$ cat config.mk
export PLATFORM = sky130hd
export DESIGN_NAME = byte_serial_tx
export DESIGN_NICKNAME = d
export VERILOG_FILES = /design/src/rtl/byte_pkg.sv /design/src/rtl/bit_timer.sv /design/src/rtl/byte_serial_tx.sv
export SDC_FILE = /design/constraint.sdc
export NUM_CORES = 1
export LEC_CHECK = 0
export CAP_MARGIN = 20
export CORE_ASPECT_RATIO = 0.8
export CORE_MARGIN = 8
export CORE_UTILIZATION = 45
export CTS_BUF_LIST = sky130_fd_sc_hd__clkbuf_16
export DETAILED_ROUTE_END_ITERATION = 12
export MAX_ROUTING_LAYER = met4
export PLACE_DENSITY = 0.75
export SLEW_MARGIN = 20
export SYNTH_ARGS = -nofsm -noshare
export SYNTH_HDL_FRONTEND = slang
export SYNTH_SLANG_ARGS = --single-unit
export TNS_END_PERCENT = 1
$ cat constraint.sdc
create_clock -name clk -period 1.8 [get_ports clk]
set_input_delay 0.36 -clock clk [delete_from_list [all_inputs] [get_ports clk]]
set_output_delay 0.36 -clock clk [all_outputs]
set_load 0.005 [all_outputs]
$ cat src/rtl/byte_pkg.sv
// Shared types and frame constants for the byte serial transmitter.
package byte_pkg;

  typedef enum logic [1:0] {
    IDLE  = 2'd0,
    START = 2'd1,
    DATA  = 2'd2,
    STOP  = 2'd3
  } tx_state_t;

  localparam int FRAME_BITS = 10;
  localparam int DATA_BITS  = 8;

endpackage

$ cat src/rtl/bit_timer.sv
// Bit-period timer: counts 0..CLKS_PER_BIT-1 and flags the last cycle of each bit.
module bit_timer #(
  parameter int CLKS_PER_BIT = 4
) (
  input  logic clk,
  input  logic reset_n,
  input  logic clear,
  input  logic enable,
  output logic bit_end
);

  localparam int CW = (CLKS_PER_BIT > 2) ? $clog2(CLKS_PER_BIT) : 1;
  localparam logic [CW-1:0] LAST_COUNT = CW'(CLKS_PER_BIT - 1);

  logic [CW-1:0] count_r;

  // Bit-period counter, restarted on frame accept and wrapped at each bit boundary.
  always_ff @(posedge clk or negedge reset_n) begin
    if (!reset_n) begin
      count_r <= {CW{1'b0}};
    end else if (clear) begin
      count_r <= {CW{1'b0}};
    end else if (enable) begin
      if (count_r == LAST_COUNT) begin
        count_r <= {CW{1'b0}};
      end else begin
        count_r <= count_r + CW'(1);
      end
    end else begin
      count_r <= count_r;
    end
  end

  assign bit_end = enable && (count_r == LAST_COUNT);

endmodule

$ cat src/rtl/byte_serial_tx.sv
// Start/8N/stop serial transmitter with valid/ready byte intake and a done pulse.
module byte_serial_tx
  import byte_pkg::*;
#(
  parameter int CLKS_PER_BIT = 4
) (
  input  logic       clk,
  input  logic       reset_n,
  input  logic [7:0] data,
  input  logic       send,
  output logic       ready,
  output logic       tx,
  output logic       done
);

  localparam logic [2:0] LAST_INDEX = 3'(DATA_BITS - 1);

  tx_state_t              state_r;
  logic [DATA_BITS-1:0]   shreg_r;
  logic [2:0]             index_r;
  logic                   tx_r;
  logic                   ready_r;
  logic                   done_r;
  logic                   accept_s;
  logic                   timer_en_s;
  logic                   bit_end_s;

  assign accept_s   = ready_r && send;
  assign timer_en_s = (state_r != IDLE);

  bit_timer #(
    .CLKS_PER_BIT (CLKS_PER_BIT)
  ) u_bit_timer (
    .clk     (clk),
    .reset_n (reset_n),
    .clear   (accept_s),
    .enable  (timer_en_s),
    .bit_end (bit_end_s)
  );

  // Frame sequencer; tx is loaded one edge ahead so the line changes exactly on bit boundaries.
  always_ff @(posedge clk or negedge reset_n) begin
    if (!reset_n) begin
      state_r <= IDLE;
      shreg_r <= {DATA_BITS{1'b0}};
      index_r <= 3'd0;
      tx_r    <= 1'b1;
      ready_r <= 1'b1;
      done_r  <= 1'b0;
    end else begin
      done_r <= 1'b0;
      case (state_r)
        IDLE: begin
          if (send) begin
            shreg_r <= data;
            index_r <= 3'd0;
            tx_r    <= 1'b0;
            ready_r <= 1'b0;
            state_r <= START;
          end
        end
        START: begin
          if (bit_end_s) begin
            tx_r    <= shreg_r[0];
            state_r <= DATA;
          end
        end
        DATA: begin
          if (bit_end_s) begin
            if (index_r == LAST_INDEX) begin
              tx_r    <= 1'b1;
              state_r <= STOP;
            end else begin
              shreg_r <= {1'b0, shreg_r[DATA_BITS-1:1]};
              index_r <= index_r + 3'd1;
              tx_r    <= shreg_r[1];
            end
          end
        end
        STOP: begin
          if (bit_end_s) begin
            ready_r <= 1'b1;
            done_r  <= 1'b1;
            state_r <= IDLE;
          end
        end
        default: begin
          tx_r    <= 1'b1;
          ready_r <= 1'b1;
          state_r <= IDLE;
        end
      endcase
    end
  end

  assign tx    = tx_r;
  assign ready = ready_r;
  assign done  = done_r;

endmodule
Yosys cells after proc, flatten, opt, wreduce, memory -nomap -nowiden. Index checks and enable logic that the tools add are counted.

Add/subtract/negate cells: 2. Equality and inequality tests: 11. Mux-type cells: 26. Reduce and logical (&&, ||, !) cells: 12.

Operators by type and width (number): $mux 8 (3); $mux 2 (8); $pmux 8 s2 (1); $ne 2x2->1 const B (6); $mux 3 (3); $pmux 2 s4 (1); $reduce_and 4->1 (2); $reduce_bool 2->1 (4); $mux 1 (7); $eq 2x2->1 const B (3); $pmux 3 s2 (1); $reduce_and 5->1 (1); $add 3x1->3 const B (1); $eq 3x3->1 const B (1); $pmux 1 s3 (1); $reduce_and 3->1 (1); $reduce_bool 3->1 (1); $add 2x1->2 const B (1); $eq 2x1->1 const B (1); $logic_and 1x1->1 (2); $logic_not 2->1 (1); $pmux 1 s2 (1).

Bits in registers: 18. Bits of input ports: 11. Output and inout bits: 3. Word-level logic and storage cells: 58.

Depth between registers and ports, before layout.
Depth after elaboration: 4. Mapped depth: 8. Mapped depth without buffers: 6.

Modules after synthesis. Synthesis repeated with hierarchy kept, for this count alone.

Cell total of the unflattened synthesis: 83. Area total of the unflattened synthesis: 1073.5 um2.

By module, submodules not included: byte_serial_tx (instances 1, cells each 74, area each 967.2 um2, seq. area each 402.9 um2); bit_timer (instances 1, cells each 9, area each 106.4 um2, seq. area each 50.0 um2).

Worst setup path before layout. Ideal clock, no wire load.

Path type: flip-flop to flip-flop. Start: register state_r[0]. End: register state_r[1]. Library setup time: 0.125 ns. Arrival time: 1.595 ns. Required time: 1.675 ns. Path slack: 0.080 ns. Cell stages (with the launch flop): 8. Buffers on the path: 1. Period minus slack after synthesis: 1.720 ns. Cell sequence: dfrtp_1 > inv_1 > ha_1 > buf_6 > nor2_2 > a21oi_2 > or3_4 > mux2_4.

Word-level cells in the longest chain between the ends: 4. Elaborated cells on any way between the ends: 13. Those cells by class: eq/ne (8); mux (1); reduce/logical (4).

Ends and longest elaborated chain: start: declaration (line byte_serial_tx.sv:18) `tx_state_t state_r;`; start signal: assignment (line byte_serial_tx.sv:44) `state_r <= IDLE;`; start signal: assignment (line byte_serial_tx.sv:59) `state_r <= START;`; start signal: assignment (line byte_serial_tx.sv:65) `state_r <= DATA;`; $reduce_bool 2->1 (line byte_serial_tx.sv:29) `assign timer_en_s = (state_r != IDLE);`; $logic_and 1x1->1 (line bit_timer.sv:34) `assign bit_end = enable && (count_r == LAST_COUNT);`; $ne 2x2->1 (no line); $reduce_and 5->1 (no line).

Several ways; a longest one is shown, not always the timed one. A chain may end at the register's enable or synchronous reset.

Worst setup path after layout.
Start: register state_r[1]. End: register state_r[1].

The elaborated chain is that of the path after synthesis.

==> impl_metrics.csv <==
group,metric,value,unit
global_route,grt_pass1_wl,3160,µm
yosys,yosys.area_share.adder,10.40,%
yosys,ys_seq_area_share,47.07,%
sta,hold_viol,0,
yosys,netlist.area_leader.share,41.61,%
sta,tns,0,ns
yosys,synth-simple-area-share,13.78,%
cells_and_area,n_antenna_cell,0,
yosys,yosys_warnings,0,
clock_network,cts_made_buffers,3,
global_route,grt_usage,10.98,%
sta,drv_slew,0,
die,die-area,3883,µm²
critical_path,cp_slowest_cell,"dfrtp_1",
status,status,"completed",
cells_and_area,final_common_cell,"dfrtp_1",
clock_network,cts-htree-levels,1,
placed_design,place.gp.congestion,0.9271,
clock_network,cts.sinks,18,
die,die_x,67.70,µm
placed_design,placed_cell_area,1151,µm²
drt,wl,1830,µm
yosys,synth_mux_area_share,10.92,%
yosys,yosys_register_bits,18,
die,die_h,57.36,µm
power,ir_drop,1004,µV
cells_and_area,drive_above_1_share,19.47,%
cells_and_area,area_delta_synth_final,28.74,%
global_route,grt_pass1_vias,727,
yosys,yosys.cell_types.count,26,
yosys,synth_area,962.2,µm²
placed_design,port_buffers,13,
drt,drcViolationCount,0,
sta,worst_pin_slew,0.2353,ns
critical_path,cp_data_required_time,1.93,ns
sta,fin_skew,0.003389,ns
critical_path,reg2reg_from,"state_r[1]",
die,rows,15,
critical_path,crit_arrival,1.89,ns
yosys,synth_top_family_by_area,"simple AND/OR/NAND/NOR gates",
clock_network,cts_root_buf,"clkbuf_16",
clock_network,clockBufferDepth,2,
clock_network,path_clk_slew,0.05,ns
critical_path,critPathMaxFanout,4,
drt,wl_per_cell,13.26,µm
placed_design,dpl_worst_slack,-0.008778,ns
drt,num_vias,697,
power,p_leak,0.5621,nW
drt,firstDrtPassIters,4,
critical_path,crit_chain,"inv_1 -> ha_2 -> nor2b_4 -> a21oi_2 -> or3_4 -> mux2_4",
die,pin_count,14,
critical_path,crit_path_end_kind,"register",
global_route,overflow,0,
critical_path,r2r-end,"state_r[1]",
critical_path,path_class,"reg -> reg",
yosys,yosys.area.top_type,"dfrtp_1",
critical_path,reg2reg_depth,6,
power,p_per_area,1707,nW/µm²
critical_path,slowest_delay,0.43,ns
drt,via_per_inst,5.051,
min_path,hp-class,"in -> async",
sta,setup_viol,0,
global_route,antenna_found_initial,0,
critical_path,cp_top_family,"simple AND/OR/NAND/NOR gates",
cells_and_area,final_cell_area,1239,µm²
critical_path,cp_num_buf_inv,1,
critical_path,reg2reg_setup_slack,0.04,ns
yosys,synth.area.top_cells,"dfrtp_1 42%, ha_1 10%, mux2i_1 9.4%",
sta,fmax,0.5684,GHz
yosys,synth-compound-area-share,12.48,%
cells_and_area,nets,134,
die,core,2083,µm²
clock_network,cts_tree,"yes",
yosys,synth-xor-area-share,0,%
yosys,synth_fp_nets,112,
drt,antenna_left,0,
die,initial_core_util,46.19,%
sta,worst_slack,0.04082,ns
global_route,grt_max_degree,19,
yosys,syn_inst,93,
cells_and_area,nFillCells,168,
sta,period_needed,1.759,ns
sta,relSlewSlack,84.18,%
cells_and_area,final_cell_mix,"16 x dfrtp_1, 13 x clkdlybuf4s50_1, 11 x a21oi_1, 9 x mux2i_1",
drt,drt_iter0_drc,18,
yosys,syn_area_per_cell,10.35,µm²
sta,period_share,97.73,%
flow_run,maxCapViolations,0,
clock_network,clk_latency,0.25,ns
critical_path,startpoint_type,"register",
placed_design,dp_hpwl,1292,µm
[repair_timing]
action                                  in CTS  in global routing
hold buffers                                 0                  0
resized for setup                            0                  2
hold endpoints to repair                     0                  0
buffers inserted                             0                  1
endpoints found under the setup margin       0                  2
[worst reg2reg max path, delay by kind of cell, from the launching register on]
kind	cells	cell delay [ns]
and+or+nand+nor	2	0.53
muxes	1	0.30
buffers and inverters	1	0.11
DFF	1	0.43
AOI/OAI and AO/OA	1	0.06
adders and majority gates	1	0.22
[per-stage QoR]
step                      total power (W)  instances  util [%]  hold WS (ns)
after detailed placement         0.001647        134     55.26        0.5041
final                            0.002115        138     59.46        0.4373
after global placement           0.001603        134     55.26        0.4947
after global routing             0.002294        138     59.46        0.4745
after floorplan                  0.001395         93         -       0.06441
after CTS                        0.002105        137     58.86        0.4538
[registers in the layout (all words and copies together), names as in the netlist]
signal / flops
done: 1
state_r: 2
u_bit_timer.count_r: 2
tx: 1
shreg_r: 8
index_r: 3
ready: 1
[synth_stat cells]
cell type and n:
dfrtp_1 16, a21oi_1 11, mux2i_1 9, ha_1 8
nor2_1 8, o21ai_0 8, inv_1 7, nand2_1 4
nand3_1 3, buf_2 2, dfstp_2 2, a21oi_2 1
and2_2 1, buf_6 1, clkbuf_1 1, mux2_4 1
nand2b_1 1, nand3b_1 1, nor2_2 1, nor2b_1 1
nor2b_2 1, nor2b_4 1, nor3_1 1, o2bb2ai_1 1
o31ai_1 1, or3_4 1
[logic make-up after synthesis]
family | Yosys count
AO/OA/AOI/OAI | 22
adder cells (fa/ha/maj) | 8
flip-flops | 18
AND/OR/NAND/NOR | 24
multiplexers | 10
buffers and inverters | 11
[routing by layer]
metal / GRT usage, % / wire length, µm / share of wire, %
met4: 2.679 / 10 / 0.55
met2: 16.06 / 863 / 47
met3: 5.469 / 89 / 4.9
met5: - / 0 / 0
met1: 13.09 / 868 / 47
[final cells by class]
type                    count  area, µm²  area share, %
well taps                  25      31.28          2.525
flip-flops and latches     18      452.9          36.57
clock buffers               3      75.07          6.061
inverters                   7      26.28          2.121
multi-input cells          64      462.9          37.37
repair buffers             21      190.2          15.35
[power breakdown]
part	internal (W)	switching, W
sequential	0.000592	0.000121
combinational	0.000499	0.000466
clock	0.000292	0.000144
total	0.00138	0.000731
[worst max-delay path by stage]
stage	start	end	slack [ns]	depth (start not counted)
2_1_floorplan	state_r[0]	state_r[1]	0.08	7
3_3_place_gp	send	state_r[1]	0.005	5
3_5_place_dp	send	state_r[1]	-0.009	5
4_1_cts	state_r[0]	state_r[1]	0.01	6
5_1_grt	state_r[1]	state_r[1]	-0.02	6
6_report	state_r[1]	state_r[1]	0.04	6
No activity file was read; power rests on OpenSTA's default activity.
